===== src/rtl/serial_tx_if.sv =====
// serial_tx_if: load/ready handshake, parallel word and serial line of serial_tx.
interface serial_tx_if #(
    parameter int unsigned DATA_W = 8
) ();
    logic [DATA_W-1:0] Di;
    logic              load;
    logic              ready;
    logic              busy;
    logic              done;
    logic              So;

    modport master (
        output Di,
        output load,
        input  ready,
        input  busy,
        input  done,
        input  So
    );

    modport slave (
        input  Di,
        input  load,
        output ready,
        output busy,
        output done,
        output So
    );
endinterface


===== src/rtl/serial_tx.sv =====
// serial_tx: parallel-in, serial-out frame transmitter.
// Frame = start(0), DATA_W data bits LSB first, [even parity], stop(1),
// each bit held CLK_DIV clocks. All outputs are registered.
// Optional parity bit enabled by defining SERIAL_TX_PARITY_EN.
module serial_tx #(
    parameter int unsigned DATA_W  = 8,
    parameter int unsigned CLK_DIV = 4
) (
    input  logic        clk,
    input  logic        rst,
    serial_tx_if.slave  bus
);

    localparam int unsigned CNT_W = (CLK_DIV > 1) ? $clog2(CLK_DIV) : 1;
    localparam int unsigned IDX_W = (DATA_W > 1) ? $clog2(DATA_W) : 1;
    localparam logic [CNT_W-1:0] CNT_RELOAD = CNT_W'(CLK_DIV - 1);
    localparam logic [IDX_W-1:0] IDX_LAST   = IDX_W'(DATA_W - 1);

    typedef enum logic [2:0] {
        S_IDLE,
        S_START,
        S_DATA,
        S_STOP
`ifdef SERIAL_TX_PARITY_EN
        ,
        S_PARITY
`endif
    } state_e;

    state_e              state_q, state_d;
    logic [CNT_W-1:0]    cnt_q, cnt_d;
    logic [IDX_W-1:0]    idx_q, idx_d;
    logic [DATA_W-1:0]   shreg_q, shreg_d;
    logic                so_q, so_d;
    logic                ready_q, ready_d;
    logic                busy_q, busy_d;
    logic                done_q, done_d;
`ifdef SERIAL_TX_PARITY_EN
    logic                par_q, par_d;
`endif

    logic bit_end_c;
    assign bit_end_c = (cnt_q == '0);

    // Next-state, bit timer, shift register and registered-output decode
    always_comb begin
        state_d = state_q;
        cnt_d   = cnt_q;
        idx_d   = idx_q;
        shreg_d = shreg_q;
`ifdef SERIAL_TX_PARITY_EN
        par_d   = par_q;
`endif
        so_d    = 1'b1;
        ready_d = 1'b0;
        busy_d  = 1'b1;
        done_d  = 1'b0;

        unique case (state_q)
            S_IDLE: begin
                if (bus.load) begin
                    state_d = S_START;
                    cnt_d   = CNT_RELOAD;
                    idx_d   = '0;
                    shreg_d = bus.Di;
`ifdef SERIAL_TX_PARITY_EN
                    par_d   = ^bus.Di;
`endif
                end
            end
            S_START: begin
                if (bit_end_c) begin
                    state_d = S_DATA;
                    cnt_d   = CNT_RELOAD;
                end else begin
                    cnt_d = cnt_q - CNT_W'(1);
                end
            end
            S_DATA: begin
                if (bit_end_c) begin
                    cnt_d   = CNT_RELOAD;
                    shreg_d = shreg_q >> 1;
                    if (idx_q == IDX_LAST) begin
`ifdef SERIAL_TX_PARITY_EN
                        state_d = S_PARITY;
`else
                        state_d = S_STOP;
`endif
                    end else begin
                        idx_d = idx_q + IDX_W'(1);
                    end
                end else begin
                    cnt_d = cnt_q - CNT_W'(1);
                end
            end
`ifdef SERIAL_TX_PARITY_EN
            S_PARITY: begin
                if (bit_end_c) begin
                    state_d = S_STOP;
                    cnt_d   = CNT_RELOAD;
                end else begin
                    cnt_d = cnt_q - CNT_W'(1);
                end
            end
`endif
            S_STOP: begin
                if (bit_end_c) begin
                    state_d = S_IDLE;
                end else begin
                    cnt_d = cnt_q - CNT_W'(1);
                end
            end
            default: begin
                state_d = S_IDLE;
            end
        endcase

        // Outputs are decoded from the next state so they line up with it after the edge
        case (state_d)
            S_START:  so_d = 1'b0;
            S_DATA:   so_d = shreg_d[0];
`ifdef SERIAL_TX_PARITY_EN
            S_PARITY: so_d = par_d;
`endif
            default:  so_d = 1'b1;
        endcase
        ready_d = (state_d == S_IDLE);
        busy_d  = ~ready_d;
        done_d  = (state_d == S_STOP) && (cnt_d == '0);
    end

    // State and output registers with synchronous reset
    always_ff @(posedge clk) begin
        if (rst) begin
            state_q <= S_IDLE;
            cnt_q   <= '0;
            idx_q   <= '0;
            shreg_q <= '0;
            so_q    <= 1'b1;
            ready_q <= 1'b1;
            busy_q  <= 1'b0;
            done_q  <= 1'b0;
`ifdef SERIAL_TX_PARITY_EN
            par_q   <= 1'b0;
`endif
        end else begin
            state_q <= state_d;
            cnt_q   <= cnt_d;
            idx_q   <= idx_d;
            shreg_q <= shreg_d;
            so_q    <= so_d;
            ready_q <= ready_d;
            busy_q  <= busy_d;
            done_q  <= done_d;
`ifdef SERIAL_TX_PARITY_EN
            par_q   <= par_d;
`endif
        end
    end

    assign bus.So    = so_q;
    assign bus.ready = ready_q;
    assign bus.busy  = busy_q;
    assign bus.done  = done_q;

endmodule

===== src/flat_wrapper.sv =====
// flat-port wrapper written by rule: the top's interface ports become plain ports
module serial_tx_flat 
#(
    parameter int unsigned DATA_W  = 8,
    parameter int unsigned CLK_DIV = 4
)
  (clk, rst, bus_Di, bus_load, bus_ready, bus_busy, bus_done, bus_So);
  serial_tx_if #(.DATA_W(DATA_W)) bus_i ();
  input  logic clk;
  input  logic rst;
  input wire logic [$bits(bus_i.Di)-1:0] bus_Di;
  input wire logic [$bits(bus_i.load)-1:0] bus_load;
  output wire logic [$bits(bus_i.ready)-1:0] bus_ready;
  output wire logic [$bits(bus_i.busy)-1:0] bus_busy;
  output wire logic [$bits(bus_i.done)-1:0] bus_done;
  output wire logic [$bits(bus_i.So)-1:0] bus_So;
  assign bus_i.Di = bus_Di;
  assign bus_i.load = bus_load;
  assign bus_ready = bus_i.ready;
  assign bus_busy = bus_i.busy;
  assign bus_done = bus_i.done;
  assign bus_So = bus_i.So;
  serial_tx #(.DATA_W(DATA_W), .CLK_DIV(CLK_DIV)) u_core (.clk(clk), .rst(rst), .bus(bus_i));
endmodule

===== config.mk =====
export PLATFORM = sky130hd
export DESIGN_NAME = serial_tx_flat
export DESIGN_NICKNAME = d
export VERILOG_FILES = /design/src/rtl/serial_tx_if.sv /design/src/rtl/serial_tx.sv /design/src/flat_wrapper.sv
export SDC_FILE = /design/constraint.sdc
export NUM_CORES = 1
export LEC_CHECK = 0
export ABC_CLOCK_PERIOD_IN_PS = 1800
export BUFFER_PORTS_ARGS = -buffer_cell sky130_fd_sc_hd__buf_2
export CORE_MARGIN = 2
export CORE_UTILIZATION = 53
export DETAILED_ROUTE_END_ITERATION = 10
export MAX_ROUTING_LAYER = met4
export PLACE_DENSITY = 0.84
export SYNTH_ARGS = -nofsm -noshare
export SYNTH_HDL_FRONTEND = slang
export SYNTH_SLANG_ARGS = --single-unit

===== constraint.sdc =====
create_clock -name clk -period 1.8 [get_ports clk]
set_clock_uncertainty 0.05 [all_clocks]
set_input_delay 0.18 -clock clk [delete_from_list [all_inputs] [get_ports clk]]
set_output_delay 0.18 -clock clk [all_outputs]
set_load 0.05 [all_outputs]

==> results.md <==
* Worst setup SP type: register
* GPL Wtd Cong at 0.863
* GR peak layer: met2
* Total gr overflow at 0
* Routed vias/inst at 5.57
* DR iter-0 viols at 12
* Global-route usage over all layers at 0.197
* Post-synth top area share at 0.428
* Grt met2 use at 0.347
* Post-DP HPWL at 1.33 mm
* Core area at 1690 µm²
* Gate Count Post-Synth at 98
* Syn_area_per_cell at 9.54 µm²
* Antenna Nets Post-Route at 0
* Worst vdd ir at 0.556 mV
* Slowest cell on the critical path: dfxtp_1
* Proportion of layout cells with a drive suffix above 1 at 0.280
* Worst setup endpoint: u_core.bus.So
* Reg-to-reg slack, setup at 0.15 ns
* Final-report max-slew violation count at 0
* Post-CTS setup buffer count at 0
* Clock Latency Late Sink at 0.30 ns
* R2R depth at 7
* CP Cell Sequence: inv_1 -> ha_1 -> buf_4 -> nand2_1 -> mux2i_1 -> nor3b_1 -> a31oi_1
* Hold Buf Count CTS at 0
* Residual DRC count at 0
* Final hold viol count at 0
* Fmax at 0.607 GHz
* Netlist Area Pre-Place at 935 µm²
* Pre-antenna DRT Iters at 4
* CTS tree: done
* RR Endpoint: u_core.bus.So
* Largest net degree at the start of global routing at 18
* Vias in the first global route at 738
* Outcome: complete, no violations
* Yosys reg bits at 20
* Routed len/inst at 12.9 µm
* Resized Gates After CTS at 0
* Net Sw Power at 223 µW
* GRT met1 Usage at 0.203
* First-pass GRT wire length at 2.86 mm
* Internal power at 648 µW
* Initial Util at 0.553
* Multi-input logic area at 487 µm²
* Clock power frac at 0.289
* Core Util, Final at 0.645
* Sequential area share after synthesis at 0.428
* Pwr per Cell Area at 799 nW/µm²
* Reg2reg start: u_core.cnt_q[0]
* Layout area overhead at 16.6%
* MaxCap Viol Count at 0
* RSZ-0062 raised after global routing: no
* CTS max path bufs at 2
* Die Ht at 46.0 µm
* IO Pins at 15
* # diodes at 0
* Top post-synthesis cells by area: dfxtp_1, a22oi_1, ha_1
* Clk root buf: clkbuf_4
* Post-route clock period utilization at 0.916
* CP max FO at 5
* Critical Path AT at 1.79 ns
* Crit path from: u_core.cnt_q[0]
* Final nets at 135
* Setup TNS at 0 ns
* Netlist cell types at 37
* Most frequent cells in the layout: dfxtp_1, buf_2, nor2_1, a22oi_1, buf_4
* CTS sink count at 20
* Hold WS at 0.0943 ns
* Port bufs at 14
* Synthesis Warnings at 0
* Met3 Use GR at 0.0595
* Sw Share at 0.256
* Die footprint at 2120 µm²
* Leakage at 0.000453 µW
* Synth area leader: dfxtp_1
* CTS Buf Count at 3
* Die X at 46.0 µm
* Worst path bufs/invs at 2
* Critical path required time at 1.94 ns
* Stages on worst setup path at 7
* Endpoints failing setup at 0
* Worst-path clk slew at 0.10 ns
* Routed WL at 1.74 mm
* Most common cell after layout, fill and taps aside: dfxtp_1
* Logic pwr share at 0.167
* Rows at 15
* Layout fillers at 149
* Worst setup EP type: register
* H-tree depth at 1
* Minimum clock period at 1.65 ns
* Min-Delay Path Class: in2reg
* Initial antenna violation count at 0
* Routed vias at 752
* Sequential share of power at 0.544
* CP peak stage delay at 0.35 ns
* Total power at 871 µW
* Sequential cell area at 400 µm²
* Cell family with most CP delay: flip-flops
* Worst Setup Path Type: reg2reg
* Post-Syn Nets at 114
state kept, by name, summed over array words and instances, names as in the netlist:
| register | cells |
|---|---|
| u_core.bus.busy | 1 |
| u_core.bus.ready | 1 |
| u_core.shreg_q | 8 |
| u_core.bus.done | 1 |
| u_core.bus.So | 1 |
| u_core.idx_q | 3 |
| u_core.state_q | 3 |
| u_core.cnt_q | 2 |
power groups by stage:
stage	registers, µW	clock network [µW]	logic (µW)
2_1_floorplan	499	0	82.6
6_report	474	252	146
4_1_cts	473	259	146
5_1_grt	476	275	160
3_3_place_gp	483	0	139
3_5_place_dp	484	0	144
worst min path at each step:
stage / from / end / cells after the start
2_1_floorplan: bus_Di[7] / u_core.shreg_q[7] / 2
3_3_place_gp: bus_Di[7] / u_core.shreg_q[7] / 3
3_5_place_dp: u_core.shreg_q[6] / u_core.shreg_q[6] / 2
4_1_cts: bus_Di[7] / u_core.shreg_q[7] / 3
5_1_grt: bus_Di[7] / u_core.shreg_q[7] / 3
6_report: bus_Di[7] / u_core.shreg_q[7] / 3
synthesized netlist by cell type:
library cell	instances
a211o_1	1
mux2i_1	2
nand2b_1	1
buf_1	1
and2b_1	1
nand3_1	2
o21ai_1	2
buf_6	1
a22oi_1	9
nor3b_1	1
a31oi_1	1
a31o_2	1
ha_1	5
nor4b_4	1
buf_4	2
a22o_1	1
nor4bb_1	2
nor4b_2	1
o221a_1	1
a21oi_2	1
xnor2_1	1
inv_1	4
nor3_1	2
o21a_1	1
nand3b_1	1
conb_1	1
nor4_1	1
nor2b_1	2
nor2_2	1
dfxtp_1	20
buf_2	1
nand2_1	7
a21o_1	1
nor2_1	9
a21oi_1	7
nor4_2	1
clkbuf_1	1
logic make-up (layout without fill, tap and decap cells):
| family | after synthesis | count (layout) | synth area share |
|---|---|---|---|
| AO/OA/AOI/OAI | 26 | 26 | 0.193 |
| XOR/XNOR | 1 | 1 | 0.00937 |
| adder cells (fa/ha/maj) | 5 | 5 | 0.0669 |
| buffers and inverters | 10 | 30 | 0.0575 |
| flip-flops | 20 | 20 | 0.428 |
| multiplexers | 2 | 2 | 0.0214 |
| other | 1 | 1 | 0.00401 |
| AND/OR/NAND/NOR | 33 | 33 | 0.220 |
metrics by stage:
step | instance area (µm²) | cells | setup WS [ns]
global placement | 1050 | 131 | 0.145
detailed placement | 1050 | 131 | 0.0664
global route | 1090 | 135 | 0.0195
CTS | 1080 | 135 | 0.0181
floorplan | 935 | 98 | 0.243
finish | 1090 | 135 | 0.152
layer usage:
layer	wire length (µm)	up-vias
met3	60	2
met2	876	12
met4	12	0
met5	0	-
met1	786	349
li1	-	389
tightest hold or removal path: stages:
cell and delay (ns):
buf_2 0.08, a22oi_1 0.07, nor2_1 0.08
final cells by class:
cell class,count,share of cell area
inverters,4,0.0138
clock buffers,4,0.0333
repair buffers,22,0.119
multi-input cells,68,0.447
flip-flops and latches,20,0.367
well taps,17,0.0195
(Power assumes the default switching activity.)
